$ cat config.mk
export PLATFORM = sky130hd
export DESIGN_NAME = qdec_bin_arb_flat
export DESIGN_NICKNAME = d
export VERILOG_FILES = /design/src/rtl/qdec_bin_arb_if.sv /design/src/rtl/qdec_bin_arb.sv /design/src/flat_wrapper.sv
export SDC_FILE = /design/constraint.sdc
export NUM_CORES = 1
export LEC_CHECK = 0
export BUFFER_PORTS_ARGS = -buffer_cell sky130_fd_sc_hd__clkbuf_2
export CAP_MARGIN = 5
export CORE_ASPECT_RATIO = 1.4
export CORE_MARGIN = 8
export CORE_UTILIZATION = 43
export CTS_BUF_LIST = sky130_fd_sc_hd__clkbuf_8
export DETAILED_ROUTE_END_ITERATION = 12
export HOLD_SLACK_MARGIN = 0.06
export PLACE_DENSITY_LB_ADDON = 0.08
export SYNTH_ARGS = -nofsm -noshare
export SYNTH_HDL_FRONTEND = slang
export SYNTH_SLANG_ARGS = --single-unit
$ cat constraint.sdc
create_clock -name clk -period 1.8 [get_ports clk]
set_clock_uncertainty 0.1 [all_clocks]
set_input_delay 0.27 -clock clk [delete_from_list [all_inputs] [get_ports clk]]
set_output_delay 0.27 -clock clk [all_outputs]
set_load 0.01 [all_outputs]
$ cat src/rtl/qdec_bin_arb_if.sv
// Bus bundle between the bin requesters / arithmetic engine and qdec_bin_arb.
// master: environment side (requesters and engine); slave: the arbiter.
interface qdec_bin_arb_if;
    logic [3:0]  req;
    logic [3:0]  lock;
    logic [39:0] ctx_addr_in;
    logic [3:0]  ep_mode_in;
    logic [3:0]  gnt;
    logic        bin_out;
    logic [3:0]  bin_vld;
    logic [9:0]  eng_ctx_addr;
    logic        eng_ctx_addr_vld;
    logic        eng_dec_run;
    logic        eng_ep_mode;
    logic        eng_dec_rdy;
    logic        eng_bin;
    logic        eng_bin_vld;
    logic        busy;
    logic        timeout_err;

    modport master (
        output req, lock, ctx_addr_in, ep_mode_in, eng_dec_rdy, eng_bin, eng_bin_vld,
        input  gnt, bin_out, bin_vld, eng_ctx_addr, eng_ctx_addr_vld, eng_dec_run,
               eng_ep_mode, busy, timeout_err
    );

    modport slave (
        input  req, lock, ctx_addr_in, ep_mode_in, eng_dec_rdy, eng_bin, eng_bin_vld,
        output gnt, bin_out, bin_vld, eng_ctx_addr, eng_ctx_addr_vld, eng_dec_run,
               eng_ep_mode, busy, timeout_err
    );
endinterface

$ cat src/rtl/qdec_bin_arb.sv
// Round-robin arbiter sharing one CABAC arithmetic engine between four bin requesters.
// Optional WAIT_BIN watchdog enabled by defining QDEC_BIN_ARB_TIMEOUT_EN.
module qdec_bin_arb (
    input logic           clk,
    input logic           rst_n,
    qdec_bin_arb_if.slave arb_io
);

    typedef enum logic [2:0] {StIdle, StIssue, StRun, StWaitBin, StDone, StLocked} state_e;

    state_e     state_q, state_d;
    logic [1:0] owner_q, owner_d;
    logic [1:0] rr_ptr_q, rr_ptr_d;
    logic [3:0] gnt_q, gnt_d;
    logic [3:0] bin_vld_q, bin_vld_d;
    logic       bin_out_q, bin_out_d;
    logic [9:0] ctx_addr_q, ctx_addr_d;
    logic       ctx_vld_q, ctx_vld_d;
    logic       dec_run_q, dec_run_d;
    logic       ep_mode_q, ep_mode_d;
    logic       busy_q, busy_d;
    logic       arb_hit;
    logic [1:0] arb_idx;
`ifdef QDEC_BIN_ARB_TIMEOUT_EN
    logic [7:0] wdog_q, wdog_d;
    logic       timeout_q, timeout_d;
`endif

    // Round-robin search starting one past the last served requester.
    always_comb begin
        arb_hit = 1'b0;
        arb_idx = rr_ptr_q;
        for (int k = 1; k <= 4; k++) begin
            if (!arb_hit && arb_io.req[rr_ptr_q + k[1:0]]) begin
                arb_hit = 1'b1;
                arb_idx = rr_ptr_q + k[1:0];
            end
        end
    end

    // Next-state logic; every output is computed here and registered below.
    always_comb begin
        state_d    = state_q;
        owner_d    = owner_q;
        rr_ptr_d   = rr_ptr_q;
        gnt_d      = gnt_q;
        bin_vld_d  = 4'b0000;
        bin_out_d  = bin_out_q;
        ctx_addr_d = ctx_addr_q;
        ctx_vld_d  = 1'b0;
        dec_run_d  = 1'b0;
        ep_mode_d  = ep_mode_q;
`ifdef QDEC_BIN_ARB_TIMEOUT_EN
        timeout_d  = 1'b0;
        wdog_d     = (state_q == StWaitBin) ? wdog_q + 8'd1 : 8'd0;
`endif
        unique case (state_q)
            StIdle: begin
                if (arb_hit) begin
                    owner_d = arb_idx;
                    gnt_d   = 4'b0001 << arb_idx;
                    state_d = StIssue;
                end
            end
            StIssue: state_d = StRun;
            StRun: begin
                // dec_run_q marks the pulse cycle; stay in RUN while it is high.
                if (dec_run_q) begin
                    state_d = StWaitBin;
                end else if (arb_io.eng_dec_rdy) begin
                    dec_run_d = 1'b1;
                end
            end
            StWaitBin: begin
                if (arb_io.eng_bin_vld) begin
                    bin_out_d = arb_io.eng_bin;
                    bin_vld_d = gnt_q;
                    state_d   = StDone;
                end
`ifdef QDEC_BIN_ARB_TIMEOUT_EN
                else if (wdog_q == 8'd254) begin
                    timeout_d = 1'b1;
                    gnt_d     = 4'b0000;
                    rr_ptr_d  = owner_q;
                    state_d   = StIdle;
                end
`endif
            end
            StDone: begin
                rr_ptr_d = owner_q;
                if (arb_io.lock[owner_q]) begin
                    state_d = StLocked;
                end else begin
                    gnt_d   = 4'b0000;
                    state_d = StIdle;
                end
            end
            StLocked: begin
                if (arb_io.req[owner_q]) begin
                    state_d = StIssue;
                end else if (!arb_io.lock[owner_q]) begin
                    gnt_d   = 4'b0000;
                    state_d = StIdle;
                end
            end
            default: state_d = StIdle;
        endcase

        // Engine-side fields load on ISSUE entry and hold for the transaction.
        if (state_d == StIssue) begin
            ctx_addr_d = arb_io.ctx_addr_in[int'(owner_d) * 10 +: 10];
            ctx_vld_d  = !arb_io.ep_mode_in[owner_d];
            ep_mode_d  = arb_io.ep_mode_in[owner_d];
        end else if (state_d == StIdle) begin
            ep_mode_d  = 1'b0;
        end
        busy_d = (state_d != StIdle);
    end

    // State and output registers, synchronous active-low reset.
    always_ff @(posedge clk) begin
        if (!rst_n) begin
            state_q    <= StIdle;
            owner_q    <= 2'd0;
            rr_ptr_q   <= 2'd3;
            gnt_q      <= 4'b0000;
            bin_vld_q  <= 4'b0000;
            bin_out_q  <= 1'b0;
            ctx_addr_q <= 10'd0;
            ctx_vld_q  <= 1'b0;
            dec_run_q  <= 1'b0;
            ep_mode_q  <= 1'b0;
            busy_q     <= 1'b0;
`ifdef QDEC_BIN_ARB_TIMEOUT_EN
            wdog_q     <= 8'd0;
            timeout_q  <= 1'b0;
`endif
        end else begin
            state_q    <= state_d;
            owner_q    <= owner_d;
            rr_ptr_q   <= rr_ptr_d;
            gnt_q      <= gnt_d;
            bin_vld_q  <= bin_vld_d;
            bin_out_q  <= bin_out_d;
            ctx_addr_q <= ctx_addr_d;
            ctx_vld_q  <= ctx_vld_d;
            dec_run_q  <= dec_run_d;
            ep_mode_q  <= ep_mode_d;
            busy_q     <= busy_d;
`ifdef QDEC_BIN_ARB_TIMEOUT_EN
            wdog_q     <= wdog_d;
            timeout_q  <= timeout_d;
`endif
        end
    end

    assign arb_io.gnt              = gnt_q;
    assign arb_io.bin_out          = bin_out_q;
    assign arb_io.bin_vld          = bin_vld_q;
    assign arb_io.eng_ctx_addr     = ctx_addr_q;
    assign arb_io.eng_ctx_addr_vld = ctx_vld_q;
    assign arb_io.eng_dec_run      = dec_run_q;
    assign arb_io.eng_ep_mode      = ep_mode_q;
    assign arb_io.busy             = busy_q;
`ifdef QDEC_BIN_ARB_TIMEOUT_EN
    assign arb_io.timeout_err      = timeout_q;
`else
    assign arb_io.timeout_err      = 1'b0;
`endif

endmodule

$ cat src/flat_wrapper.sv
// flat-port wrapper written by rule: the top's interface ports become plain ports
module qdec_bin_arb_flat 
  (clk, rst_n, arb_io_req, arb_io_lock, arb_io_ctx_addr_in, arb_io_ep_mode_in, arb_io_eng_dec_rdy, arb_io_eng_bin, arb_io_eng_bin_vld, arb_io_gnt, arb_io_bin_out, arb_io_bin_vld, arb_io_eng_ctx_addr, arb_io_eng_ctx_addr_vld, arb_io_eng_dec_run, arb_io_eng_ep_mode, arb_io_busy, arb_io_timeout_err);
  qdec_bin_arb_if arb_io_i ();
  input logic clk;
  input logic rst_n;
  input wire logic [$bits(arb_io_i.req)-1:0] arb_io_req;
  input wire logic [$bits(arb_io_i.lock)-1:0] arb_io_lock;
  input wire logic [$bits(arb_io_i.ctx_addr_in)-1:0] arb_io_ctx_addr_in;
  input wire logic [$bits(arb_io_i.ep_mode_in)-1:0] arb_io_ep_mode_in;
  input wire logic [$bits(arb_io_i.eng_dec_rdy)-1:0] arb_io_eng_dec_rdy;
  input wire logic [$bits(arb_io_i.eng_bin)-1:0] arb_io_eng_bin;
  input wire logic [$bits(arb_io_i.eng_bin_vld)-1:0] arb_io_eng_bin_vld;
  output wire logic [$bits(arb_io_i.gnt)-1:0] arb_io_gnt;
  output wire logic [$bits(arb_io_i.bin_out)-1:0] arb_io_bin_out;
  output wire logic [$bits(arb_io_i.bin_vld)-1:0] arb_io_bin_vld;
  output wire logic [$bits(arb_io_i.eng_ctx_addr)-1:0] arb_io_eng_ctx_addr;
  output wire logic [$bits(arb_io_i.eng_ctx_addr_vld)-1:0] arb_io_eng_ctx_addr_vld;
  output wire logic [$bits(arb_io_i.eng_dec_run)-1:0] arb_io_eng_dec_run;
  output wire logic [$bits(arb_io_i.eng_ep_mode)-1:0] arb_io_eng_ep_mode;
  output wire logic [$bits(arb_io_i.busy)-1:0] arb_io_busy;
  output wire logic [$bits(arb_io_i.timeout_err)-1:0] arb_io_timeout_err;
  assign arb_io_i.req = arb_io_req;
  assign arb_io_i.lock = arb_io_lock;
  assign arb_io_i.ctx_addr_in = arb_io_ctx_addr_in;
  assign arb_io_i.ep_mode_in = arb_io_ep_mode_in;
  assign arb_io_i.eng_dec_rdy = arb_io_eng_dec_rdy;
  assign arb_io_i.eng_bin = arb_io_eng_bin;
  assign arb_io_i.eng_bin_vld = arb_io_eng_bin_vld;
  assign arb_io_gnt = arb_io_i.gnt;
  assign arb_io_bin_out = arb_io_i.bin_out;
  assign arb_io_bin_vld = arb_io_i.bin_vld;
  assign arb_io_eng_ctx_addr = arb_io_i.eng_ctx_addr;
  assign arb_io_eng_ctx_addr_vld = arb_io_i.eng_ctx_addr_vld;
  assign arb_io_eng_dec_run = arb_io_i.eng_dec_run;
  assign arb_io_eng_ep_mode = arb_io_i.eng_ep_mode;
  assign arb_io_busy = arb_io_i.busy;
  assign arb_io_timeout_err = arb_io_i.timeout_err;
  qdec_bin_arb u_core (.clk(clk), .rst_n(rst_n), .arb_io(arb_io_i));
endmodule
==> metrics.txt <==
status complete, but fails checks; violations in the final reports negative setup slack; Mapped Area 0.00170 sq mm; total of warnings raised by yosys 0; Nets 367; layout cell share with drive strength beyond 1 0.489; io pins a little over 80; Initial Util 0.441; worst-skew pair later-pin latency just under 0.3 ns; area grow syn2layout 57.0%; leakage power roughly 1.2 nW; die height roughly 90 um; Worst EP required ~1.9 ns; Yosys reg bits 30; setup violation total in the final timing report 13; clock transition at the registers of the reported paths approximately 0.07 ns; Critical Path Start Type register; final WL 5710 um; row count 27; Chip Width just under 70 um; Util after Layout 0.693; Max VDD drop a little over 600 uV; Tcrit/Tclk final 1.04; sequential area share after synthesis 0.353; Pwr Total around 0.0026 W; vias in the first global route 2041; initial antenna violation count 0; largest net degree at the start of global routing 23; DIE AREA ~0.0062 sq mm; syn_area_per_cell about 8.4 sq um; Setup CP Type reg2reg; RSZ-0062 raised after global routing true; All-Layer GR Usage 0.181; Critical Path Max Stage Delay about 0.37 ns; Bufs and invs on worst path 2; Crit. End Element register; number of max-cap violations 0; worst hold path type in2reg; DR WL/cell 16.1 um; Finished Layout Cells between 300 and 400; HPWL after detailed placement 4070 um; CP max FO 22; TritonCTS clock tree done; vias approximately 2000; final setup margin -0.0716 ns; Worst Path Arrival between 1.5 and 2 ns; GPL Wtd Cong a little under 0.9; Root Buffer clkbuf_8; Port Buffer Count 79; Ant. Diodes 0; Detailed Routing Iterations Pass 1 4; Setup WS pre-CTS -0.483 ns; pwr dens roughly 1000 mW/mm^2; fmax roughly 0.53 GHz; TritonCTS Buffers 5; Tmin final 1.87 ns; antenna viol nets, final 0; Netlist cell types 44; First DRT Iteration DRCs roughly 120; Hold Slack roughly 0.12 ns; Mapped Cells between 200 and 250; vias per inst about 5.5; synthesized net count roughly 260; Final Max Slew Viols 0; Slowest cell on crit path dfxtp_4; Remaining DRCs 0; H-tree depth 2; post-placement cell count about 330; CP Cell Sequence nor2b_4, o21a_1, buf_6, nor4_4, buf_12, nor3b_1, a211oi_1, o31ai_1; clock buffer depth 2; total gr overflow 0; Post-CTS Hold Fix Bufs 0; first-pass GRT wire length between 9000 and 10000 um; core outline area between 0.003 and 0.004 sq mm; final hold violations 0; largest delay contributor family on the critical path compound AO/OA/AOI/OAI gates; clock sinks 30
report_power, final:
group / switching [W] / leakage (nW) / internal, W / total [W]
Combinational: 0.000627 / 0.912 / 0.000609 / 0.00124
Clock: 0.000263 / 0.0524 / 0.000302 / 0.000565
Sequential: 0.0000640 / 0.246 / 0.000766 / 0.000831
final timing paths:
path,slack [ns],to,from,cells past startpoint
hold / removal,0.12,u_core.arb_io.bin_out$_SDFFE_PN0P_,arb_io_eng_bin,3
setup / recovery,-0.07,u_core.arb_io.eng_ctx_addr[7]$_SDFFE_PN0N_,u_core.rr_ptr_q[0]$_SDFFE_PN1P_,8
setup reg to reg,-0.07,u_core.arb_io.eng_ctx_addr[7]$_SDFFE_PN0N_,u_core.rr_ptr_q[0]$_SDFFE_PN1P_,8
hold reg to reg,0.35,u_core.arb_io.eng_ctx_addr[1]$_SDFFE_PN0N_,u_core.arb_io.eng_ctx_addr[1]$_SDFFE_PN0N_,2
cell type report:
type	instances	area (sq um)
flip-flops and latches	30	608
well taps	43	53.8
repair buffers	112	737
inverters	3	11.3
clock inverters	2	8.76
multi-input cells	158	1170
clock buffers	6	82.6
fillers	314	1180
logic make-up after synthesis:
family,after synthesis,synth area share
compound gates,65,0.270
buf+inv,17,0.0508
flops,30,0.353
mux,6,0.0501
other cells,1,0.00221
simple gates,83,0.274
layer usage:
layer | routed length [um] | track usage
met1 | 2140 | 0.186
met2 | 2970 | 0.311
met3 | 475 | 0.0649
met4 | 119 | 0.0961
met5 | 0 | 0
timing repair:
action,4_1_cts,5_1_grt
setup endpoints to repair,18,17
setup buffers,8,3
pin swaps,11,6
gates cloned,3,0
gates resized for setup,13,14
layout by cell type (no fill, tap or decap), drive strengths merged:
| cell type | n |
|---|---|
| or2 | 1 |
| mux2i | 4 |
| buf | 33 |
| nor3b | 13 |
| mux4 | 2 |
| nor2 | 14 |
| nor4 | 3 |
| nand2 | 30 |
| nor2b | 5 |
| a21oi | 16 |
| a22o | 2 |
| o32ai | 1 |
| nand4b | 1 |
| o21a | 3 |
| o31ai | 13 |
| and2 | 1 |
| a21o | 1 |
| inv | 4 |
| o21ai | 17 |
| nand2b | 4 |
| nor3 | 3 |
| and3 | 5 |
| dfxtp | 30 |
| o22a | 1 |
| or3 | 1 |
| a31oi | 2 |
| o41ai | 1 |
| a211oi | 11 |
| nand3 | 1 |
| clkinv | 1 |
| clkbuf | 85 |
| conb | 1 |
| or4 | 1 |
sequential cells by signal, indices dropped and copies added (netlist names), 2 cells and up:
name                        flops
u_core.arb_io.gnt               4
u_core.rr_ptr_q                 2
u_core.arb_io.bin_vld           4
u_core.arb_io.eng_ctx_addr     10
u_core.owner_q                  2
u_core.state_q                  3
through the flow:
step / setup TNS, ns / instance area [sq um]
4_1_cts: -0.497 / 2600
3_5_place_dp: -6.12 / 2310
3_3_place_gp: -5.78 / 2310
5_1_grt: -1.77 / 2670
6_report: -0.366 / 2670
2_1_floorplan: -0.0673 / 1730
worst register-to-register path, stage by stage (launching register included):
cell,delay [ns]
dfxtp_4,0.37
nor2b_4,0.04
o21a_1,0.20
buf_6,0.13
nor4_4,0.30
buf_12,0.19
nor3b_1,0.07
a211oi_1,0.24
o31ai_1,0.11
Yosys cell counts:
cell type	number	share of area
buf_1	1	0.0022
mux2i_1	4	0.024
or2_2	1	0.0037
o22a_1	1	0.0052
o21ai_0	14	0.041
nand3_1	1	0.0029
nand2b_1	4	0.015
nor3_4	1	0.0096
nor3_1	2	0.0059
nand2_1	29	0.064
and2_1	1	0.0037
and3_1	5	0.018
nand4b_1	1	0.0052
or3_4	1	0.0066
a21o_1	1	0.0044
nand2_4	1	0.0066
mux4_2	2	0.027
conb_1	1	0.0022
o21a_1	3	0.013
nor2b_4	1	0.0081
o32ai_2	1	0.0096
a211oi_2	1	0.0074
o41ai_1	1	0.0052
clkbuf_1	6	0.013
a31oi_1	2	0.0074
inv_1	3	0.0066
nor2_1	14	0.031
buf_2	3	0.0088
buf_6	1	0.0066
nor3b_1	13	0.057
o21ai_4	1	0.0096
o31ai_2	3	0.022
a211oi_1	10	0.044
a21oi_1	14	0.041
or4_4	1	0.0066
buf_4	3	0.013
dfxtp_1	30	0.35
nor2b_1	4	0.015
o31ai_1	8	0.035
nor4_2	1	0.0074
nor4_1	2	0.0074
a22o_1	2	0.010
a21oi_2	2	0.010
o21ai_1	1	0.0029
No activity file was read; power rests on OpenSTA's default activity.
